<file path="config.mk">
export PLATFORM = sky130hd
export DESIGN_NAME = pio_sweep_sequencer
export DESIGN_NICKNAME = d
export VERILOG_FILES = /design/src/rtl/pio_sweep_pkg.sv /design/src/rtl/sweep_tick_gen.sv /design/src/rtl/pio_sweep_sequencer.sv
export SDC_FILE = /design/constraint.sdc
export NUM_CORES = 1
export LEC_CHECK = 0
export BUFFER_PORTS_ARGS = -buffer_cell sky130_fd_sc_hd__buf_2
export CORE_MARGIN = 8
export CORE_UTILIZATION = 58
export CTS_CLUSTER_SIZE = 25
export DETAILED_ROUTE_END_ITERATION = 10
export HOLD_SLACK_MARGIN = 0.08
export PLACE_DENSITY = 0.93
export SYNTH_ARGS = -nofsm -noshare
export SYNTH_HDL_FRONTEND = slang
export SYNTH_SLANG_ARGS = --single-unit
</file>
<file path="constraint.sdc">
create_clock -name clk -period 7.31 [get_ports clk]
set_clock_uncertainty 0.05 [all_clocks]
set_input_delay 0.731 -clock clk [delete_from_list [all_inputs] [get_ports clk]]
set_output_delay 0.731 -clock clk [all_outputs]
set_load 0.02 [all_outputs]
</file>
<file path="src/rtl/pio_sweep_pkg.sv">
// pio_sweep_pkg: PIO register map and sequencer FSM states shared by the sweep sequencer.
package pio_sweep_pkg;

    localparam logic [2:0] PIO_ADDR_DATA    = 3'd0;
    localparam logic [2:0] PIO_ADDR_IRQMASK = 3'd2;
    localparam logic [2:0] PIO_ADDR_EDGE    = 3'd3;
    localparam logic [2:0] PIO_ADDR_SET     = 3'd4;
    localparam logic [2:0] PIO_ADDR_CLR     = 3'd5;

    // STEP_SET is only reached in the set/clear build
    typedef enum logic [2:0] {
        INIT_MASK,
        INIT_DATA,
        RUN,
        IRQ_READ,
        IRQ_WAIT,
        IRQ_CLEAR,
        STEP_WRITE,
        STEP_SET
    } state_e;

endpackage

</file>
<file path="src/rtl/sweep_tick_gen.sv">
// sweep_tick_gen: free-running 0..TICK_DIV-1 step counter that holds when run is low
// and pulses wrap for the single cycle it rolls over.
module sweep_tick_gen #(
    parameter int TICK_DIV = 5000000
) (
    input  logic clk,
    input  logic reset_n,
    input  logic run,
    output logic wrap
);

    localparam int CW = $clog2(TICK_DIV);

    logic [CW-1:0] cnt_q, cnt_d;

    always_comb begin
        wrap  = run && (cnt_q == CW'(TICK_DIV - 1));
        cnt_d = !run ? cnt_q : (wrap ? '0 : cnt_q + CW'(1));
    end

    always_ff @(posedge clk or negedge reset_n) begin
        if (!reset_n) cnt_q <= '0;
        else          cnt_q <= cnt_d;
    end

endmodule

</file>
<file path="src/rtl/pio_sweep_sequencer.sv">
// pio_sweep_sequencer: Avalon-MM master ping-ponging a one-hot LED over a PIO and servicing
// its button edge-capture irq. Define SWEEP_SETCLR_EN to step via the set/clear registers.
module pio_sweep_sequencer
    import pio_sweep_pkg::*;
#(
    parameter int LED_WIDTH     = 8,
    parameter int TICK_DIV      = 5000000,
    parameter int BTN_PAUSE_BIT = 0,
    parameter int BTN_DIR_BIT   = 1
) (
    input  logic                         clk,
    input  logic                         reset_n,
    input  logic                         enable,
    output logic [2:0]                   avm_address,
    output logic                         avm_chipselect,
    output logic                         avm_write_n,
    output logic [31:0]                  avm_writedata,
    input  logic [31:0]                  avm_readdata,
    input  logic                         pio_irq,
    output logic [$clog2(LED_WIDTH)-1:0] led_pos,
    output logic                         sweep_dir,
    output logic                         paused
);

    localparam int              PW       = $clog2(LED_WIDTH);
    localparam logic [PW-1:0]   LAST     = PW'(LED_WIDTH - 1);
    localparam logic [31:0]     IRQ_MASK = (32'd1 << BTN_PAUSE_BIT) | (32'd1 << BTN_DIR_BIT);

    state_e        state_q, state_d;
    logic          armed_q;
    logic [PW-1:0] pos_q, pos_d, step_pos;
    logic          dir_q, dir_d, step_dir, at_end;
    logic          paused_q, paused_d;
    logic          pend_q, pend_d;
    logic [31:0]   cap_q, cap_d;
    logic          tick_run, wrap;

    // The counter keeps running through IRQ service so a wrap there is remembered as pending
    assign tick_run = armed_q && state_q != INIT_MASK && state_q != INIT_DATA && enable && !paused_q;

    sweep_tick_gen #(.TICK_DIV(TICK_DIV)) u_tick (
        .clk     (clk),
        .reset_n (reset_n),
        .run     (tick_run),
        .wrap    (wrap)
    );

    always_comb begin
        at_end   = dir_q ? (pos_q == '0) : (pos_q == LAST);
        step_dir = at_end ? ~dir_q : dir_q;
        step_pos = step_dir ? pos_q - PW'(1) : pos_q + PW'(1);
    end

    always_comb begin
        state_d        = state_q;
        pos_d          = pos_q;
        dir_d          = dir_q;
        paused_d       = paused_q;
        cap_d          = cap_q;
        pend_d         = pend_q | wrap;
        avm_chipselect = 1'b0;
        avm_write_n    = 1'b1;
        avm_address    = PIO_ADDR_DATA;
        avm_writedata  = '0;
        case (state_q)
            INIT_MASK: begin
                // armed_q keeps the strobe off until the first clock after reset release
                if (armed_q) begin
                    avm_chipselect = 1'b1;
                    avm_write_n    = 1'b0;
                    avm_address    = PIO_ADDR_IRQMASK;
                    avm_writedata  = IRQ_MASK;
                    state_d        = INIT_DATA;
                end
            end
            INIT_DATA: begin
                avm_chipselect = 1'b1;
                avm_write_n    = 1'b0;
`ifdef SWEEP_SETCLR_EN
                avm_address    = PIO_ADDR_SET;
`else
                avm_address    = PIO_ADDR_DATA;
`endif
                avm_writedata  = 32'd1;
                state_d        = RUN;
            end
            RUN: state_d = pio_irq ? IRQ_READ : ((pend_q && enable) ? STEP_WRITE : RUN);
            IRQ_READ: begin
                avm_chipselect = 1'b1;
                avm_address    = PIO_ADDR_EDGE;
                state_d        = IRQ_WAIT;
            end
            IRQ_WAIT: begin
                cap_d   = avm_readdata;
                state_d = IRQ_CLEAR;
            end
            IRQ_CLEAR: begin
                avm_chipselect = 1'b1;
                avm_write_n    = 1'b0;
                avm_address    = PIO_ADDR_EDGE;
                avm_writedata  = cap_q;
                paused_d       = paused_q ^ cap_q[BTN_PAUSE_BIT];
                dir_d          = dir_q ^ cap_q[BTN_DIR_BIT];
                pend_d         = (paused_d && !paused_q) ? 1'b0 : pend_d;
                state_d        = RUN;
            end
            STEP_WRITE: begin
                pos_d          = step_pos;
                dir_d          = step_dir;
                pend_d         = 1'b0;
                avm_chipselect = 1'b1;
                avm_write_n    = 1'b0;
`ifdef SWEEP_SETCLR_EN
                avm_address    = PIO_ADDR_CLR;
                avm_writedata  = 32'd1 << pos_q;
                state_d        = STEP_SET;
`else
                avm_address    = PIO_ADDR_DATA;
                avm_writedata  = 32'd1 << step_pos;
                state_d        = RUN;
`endif
            end
            STEP_SET: begin
                avm_chipselect = 1'b1;
                avm_write_n    = 1'b0;
                avm_address    = PIO_ADDR_SET;
                avm_writedata  = 32'd1 << pos_q;
                state_d        = RUN;
            end
            default: state_d = INIT_MASK;
        endcase
    end

    always_ff @(posedge clk or negedge reset_n) begin
        if (!reset_n) begin
            state_q  <= INIT_MASK;
            armed_q  <= 1'b0;
            pos_q    <= '0;
            dir_q    <= 1'b0;
            paused_q <= 1'b0;
            pend_q   <= 1'b0;
            cap_q    <= '0;
        end else begin
            state_q  <= state_d;
            armed_q  <= 1'b1;
            pos_q    <= pos_d;
            dir_q    <= dir_d;
            paused_q <= paused_d;
            pend_q   <= pend_d;
            cap_q    <= cap_d;
        end
    end

    assign led_pos   = pos_q;
    assign sweep_dir = dir_q;
    assign paused    = paused_q;

endmodule

</file>
== Word-level counts from Yosys, hierarchy flattened ==
Index checks and enable logic that the tools add are counted.

* Mux-type cells: 19
* Reductions and logical operators: 15
* $add $sub $neg: 3
* Bitwise gates (word level): 4
* Equality and inequality tests: 11
* Shifts and indexed selects: 2

{| class="wikitable"
|+ Operator list
! kind !! count
|-
| one-hot mux 32 bit (5 select lines) || 1
|-
| left shift 1 x 3 -> 32 bit, first input constant || 2
|-
| adder 23 x 1 -> 23 bit, second input constant || 1
|-
| equality test 23 bit, second input constant || 1
|-
| two-way mux 23 bit || 1
|-
| equality test 3 bit, second input constant || 5
|-
| one-hot mux 3 bit (5 select lines) || 1
|-
| two-way mux 3 bit || 4
|-
| one-hot mux 3 bit (3 select lines) || 1
|-
| one-hot mux 1 bit (2 select lines) || 4
|-
| logical AND 1 bit || 7
|-
| equality test 3 x 2 -> 1 bit, second input constant || 2
|-
| zero test 3 bit || 2
|-
| two-way mux 1 bit || 5
|-
| OR reduction 5 bit || 1
|-
| two-way mux 2 bit || 2
|-
| OR reduction 4 bit || 1
|-
| adder 3 x 1 -> 3 bit, second input constant || 1
|-
| equality test 3 x 1 -> 1 bit, second input constant || 1
|-
| != test 3 x 1 -> 1 bit, second input constant || 1
|-
| nonzero test 3 bit || 1
|-
| subtractor 3 x 1 -> 3 bit, second input constant || 1
|-
| != test 2 bit, second input constant || 1
|-
| nonzero test 2 bit || 1
|-
| 5 further kinds || 6
|}

* Word-level logic and storage cells: 62
* Bits in registers: 65

== Longest topological paths before layout ==
* Depth after elaboration: 9
* Mapped depth: 9

== Modules after synthesis ==
Synthesis repeated with hierarchy kept, for this count alone.

* Cells, all modules: 322
* Area, all modules: 3414.5 um2

{| class="wikitable"
|+ By module, submodules not included
! module !! times used !! area each (um2) !! cells each
|-
| pio_sweep_sequencer || 1 || 2235.9 || 204
|-
| sweep_tick_gen || 1 || 1178.6 || 118
|}

== Least setup slack after synthesis ==
Ideal clock, no wire load.

* Path type: register to output
* From: register pos_q[0], in the netlist led_pos[0]
* To: output port avm_writedata[0]
* Stages on the path, launching flop included: 10
* Setup slack: 3.640 ns
* Buffers on the path: 2
* Arrival: 2.889 ns
* Path through: dfrtp_1 clkbuf_1 inv_1 o21ai_0 fa_1 clkbuf_1 nor3_1 a2111oi_0 o22ai_1 o32ai_1

* Word-level cells in the longest chain between the ends: 6

{| class="wikitable"
|+ Ends and longest elaborated chain
! item !! line !! text
|-
| start, declared || pio_sweep_sequencer.sv:31 || <nowiki>logic [PW-1:0] pos_q, pos_d, step_pos;</nowiki>
|-
| start signal, assigned || pio_sweep_sequencer.sv:146 || <nowiki>pos_q <= pos_d;</nowiki>
|-
| equality test 3 bit or zero test 3 bit (tied branches) || pio_sweep_sequencer.sv:49 || <nowiki>at_end = dir_q ? (pos_q == '0) : (pos_q == LAST);</nowiki>
|-
| two-way mux 1 bit || pio_sweep_sequencer.sv:49 ||
|-
| two-way mux 1 bit || pio_sweep_sequencer.sv:50 || <nowiki>step_dir = at_end ? ~dir_q : dir_q;</nowiki>
|-
| two-way mux 3 bit || pio_sweep_sequencer.sv:51 || <nowiki>step_pos = step_dir ? pos_q - PW'(1) : pos_q + PW'(1);</nowiki>
|-
| left shift 1 x 3 -> 32 bit || pio_sweep_sequencer.sv:119 || <nowiki>avm_writedata = 32'd1 << step_pos;</nowiki>
|-
| one-hot mux 32 bit (5 select lines) (*) || pio_sweep_sequencer.sv:65 || <nowiki>case (state_q)</nowiki>
|-
| end, declared || pio_sweep_sequencer.sv:17 || <nowiki>output logic [31:0] avm_writedata,</nowiki>
|}

Mark *: on every way between the ends. The rest lies on a longest branch, timed or not.

== Final worst setup path ==
* From: register pos_q[1], in the netlist led_pos[1]
* To: output port avm_writedata[5]

The elaborated chain is that of the path after synthesis.

==> flow_summary.json <==
{
  "status": "completed",
  "grt_pass1_vias": 2834,
  "synth_top_flop_cell": "dfrtp_1",
  "synth_top_area_share_pct": 47.0,
  "yosysSeqAreaShare_pct": 47.0,
  "cts.clk_slew.worst_paths_ns": 0.07,
  "ys_ff_latch": 65,
  "synth-warning-count": 0,
  "syn_inst": 341,
  "die_x_um": 93.2,
  "syn-cell-area_mm2": 0.00346,
  "final_nets": 447,
  "finalInstanceArea_mm2": 0.00407,
  "yosysTopAreaCell": "dfrtp_1",
  "antenna_found_initial": 0,
  "end_kind": "primary output",
  "max_slew_margin_pct": 20.7,
  "syn-num-nets": 380,
  "cp_max_fo": 13,
  "synthArstFlopShare_pct": 100,
  "io_pins": 78,
  "clock-sinks": 65,
  "synth.area.top_cells": "dfrtp_1 47%, mux2_2 11%, and2_1 4.7%",
  "setup_ws_ns": 3.36,
  "vias": 2835,
  "dieArea_mm2": 0.00869,
  "reg2reg_to": "u_tick.cnt_q[19]$_DFFE_PN0P_",
  "num_rows": 28,
  "drv_cap": 0,
  "io_buffer_count": 77,
  "dp_slack_ns": 3.76,
  "fmax_mhz": 253,
  "grt_pass1_wl_mm": 13.5,
  "setup_viol": 0,
  "grt_max_degree": 66,
  "cts_setup_buffers": 0,
  "insertion_delay_ns": 0.34,
  "h-tree-depth": 3,
  "drtAntennaViolNets": 0,
  "drt_wl_total_mm": 8.22,
  "wl_per_cell_um": 16.9,
  "antennaDiodeCount": 0,
  "tightest_slew_ns": 1.18,
  "core_area_mm2": 0.00585,
  "rsz0062_at_grt": "no",
  "drt_iter0_drc": 271,
  "yosys.cell_types.count": 55,
  "start_util_pct": 59.1,
  "synth_enable_flop_cells": 0,
  "cts-root-buf": "clkbuf_8",
  "fin_setup_tns_ns": 0,
  "postSynthAreaPerCell_um2": 10.1,
  "hold_class": "flip-flop to flip-flop",
  "leakage_uw": 0.00189,
  "drv_slew": 0,
  "syn_to_final_growth_pct": 17.7,
  "hpwl_mm": 5.75,
  "p_per_area_mw_per_mm2": 361,
  "required_ns": 6.53,
  "whs_ns": 0.443,
  "fin_util_pct": 69.5,
  "drt_pass1_iterations": 5,
  "final_hold_viol_count": 0,
  "path_class": "flip-flop to primary output",
  "die_y_um": 93.2,
  "layout_min_cycle_time_ns": 3.95,
  "worstPathArrival_ns": 3.17,
  "place_area_mm2": 0.00385,
  "hold_end": "u_tick.cnt_q[4]$_DFFE_PN0P_",
  "hp-start": "u_tick.cnt_q[4]$_DFFE_PN0P_",
  "cts_tree": "yes",
  "drive_gt1_share_pct": 32.3,
  "ir_worst_vdd_v": 0.000235,
  "vias_per_cell": 5.82,
  "overflow": 0,
  "r2r_cells": 5,
  "track_usage_pct": 19.3,
  "hold_buffers": 0,
  "clk_path_buf_depth": 2,
  "drc": 0,
  "hold-path-cell-count": 1,
  "cts_resized": 0,
  "place.gp.congestion": 0.895,
  "fill_cells": 411,
  "fin_crit_sh_pct": 54.0,
  "rrSetupSlack_ns": 4.64,
  "r2r-start": "state_q[1]$_DFFE_PN0P_",
  "cp-start-kind": "flip-flop",
  "cts_made_buffers": 9
}
==> report_power, final <==
| part | leakage (uW) | switching [uW] | total [uW] | internal (uW) |
|---|---|---|---|---|
| registers | 0.000811 | 132 | 610 | 479 |
| logic | 0.000979 | 286 | 526 | 240 |
| clock network | 0.000104 | 135 | 334 | 199 |
| total | 0.00189 | 552 | 1470 | 917 |
==> per-layer routing <==
layer  vias to the layer above  wire, um  GRT usage, %
li1                       1344         -             -
met1                      1349      3370          22.9
met2                       120      3970          30.4
met3                        22       617          6.73
met4                         0       260          9.80
met5                         -         0             0
==> critical path, cell delays in order, from the launching register on <==
cell and delay, ns:
dfrtp_1 0.51, o21ai_0 0.20, o21ai_0 0.15, fa_1 0.53
nand2b_1 0.22, o311a_1 0.29, o22ai_1 0.48, a32o_1 0.27
buf_2 0.17
==> flip-flops by register name, summed over array words and instances (netlist names) <==
name	count
armed_q	1
cap_q	32
led_pos	3
paused	1
pend_q	1
state_q	3
sweep_dir	1
u_tick.cnt_q	23
==> stage by stage <==
step | power, uW | instances
floorplan | 993 | 341
global placement | 1100 | 472
detailed placement | 1140 | 472
CTS | 1470 | 487
global route | 1560 | 487
finish | 1470 | 487
==> final cells by class <==
type	instances	area, um2	area share (%)
Clock buffer	10	138	3.38
Timing Repair Buffer	80	408	10.0
Sequential cell	65	1630	40.0
Multi-Input combinational cell	244	1690	41.6
Clock inverter	5	80.1	1.97
Inverter	8	30.0	0.738
Tap cell	75	93.8	2.31
==> worst max path at each step <==
stage / from / to / slack, ns / cells past startpoint
5_1_grt: led_pos[0]$_DFFE_PN0P_ / avm_writedata[0] / 3.14 / 8
3_5_place_dp: led_pos[0]$_DFFE_PN0P_ / avm_writedata[0] / 3.76 / 8
2_1_floorplan: led_pos[0]$_DFFE_PN0P_ / avm_writedata[0] / 3.64 / 9
3_3_place_gp: led_pos[1]$_DFFE_PN0P_ / avm_writedata[6] / 3.89 / 8
6_report: led_pos[1]$_DFFE_PN0P_ / avm_writedata[5] / 3.36 / 8
4_1_cts: led_pos[1]$_DFFE_PN0P_ / avm_writedata[5] / 3.39 / 8
==> placed cells by master, fill, tap and decap left out, types with 2 or more instances in the layout <==
cell type / count
dfrtp_1: 65
a22o_1: 2
and2_1: 26
o211ai_1: 2
or3_1: 7
a21oi_1: 12
nand2b_1: 5
nor4_1: 6
nand4_1: 5
o21a_1: 2
a31oi_1: 2
xor2_1: 4
nor3b_1: 2
mux2_2: 33
o22ai_1: 2
and4_1: 2
a21o_1: 2
buf_4: 3
xnor2_1: 10
clkinvlp_4: 2
inv_1: 8
o21ai_0: 16
nand2_1: 19
nand3_1: 13
o31ai_1: 4
nor2_1: 21
a211oi_1: 2
and3b_1: 3
nand4b_1: 2
or4_1: 2
buf_2: 77
ha_1: 2
and3_1: 6
nor3_1: 5
nor2b_1: 4
clkbuf_8: 10
nand3b_1: 2
bufinv_16: 2
or4_4: 2
a32o_1: 2
==> cells by family after synthesis <==
family / share of synthesized area, %
AO/OA/AOI/OAI: 10.9
multiplexers: 11.0
AND/OR/NAND/NOR: 22.1
flip-flops: 47.0
adder cells (fa/ha/maj): 1.30
buffers and inverters: 4.02
other: 0.108
XOR/XNOR: 3.55
==> synth_stat cells (all sizes together) (3+ instances only) <==
cell    instances
nand3          13
dfrtp          65
o211ai          3
xnor2          10
nor3            5
clkbuf         15
and3            6
or4             4
buf             9
inv             8
o21ai          16
and3b           3
nand4           5
xor2            4
mux2           33
nor2           21
a21oi          13
nor4            6
or3             7
nand2          19
nand2b          5
and2           26
o31ai           4
nor2b           4
(Power assumes the default switching activity.)
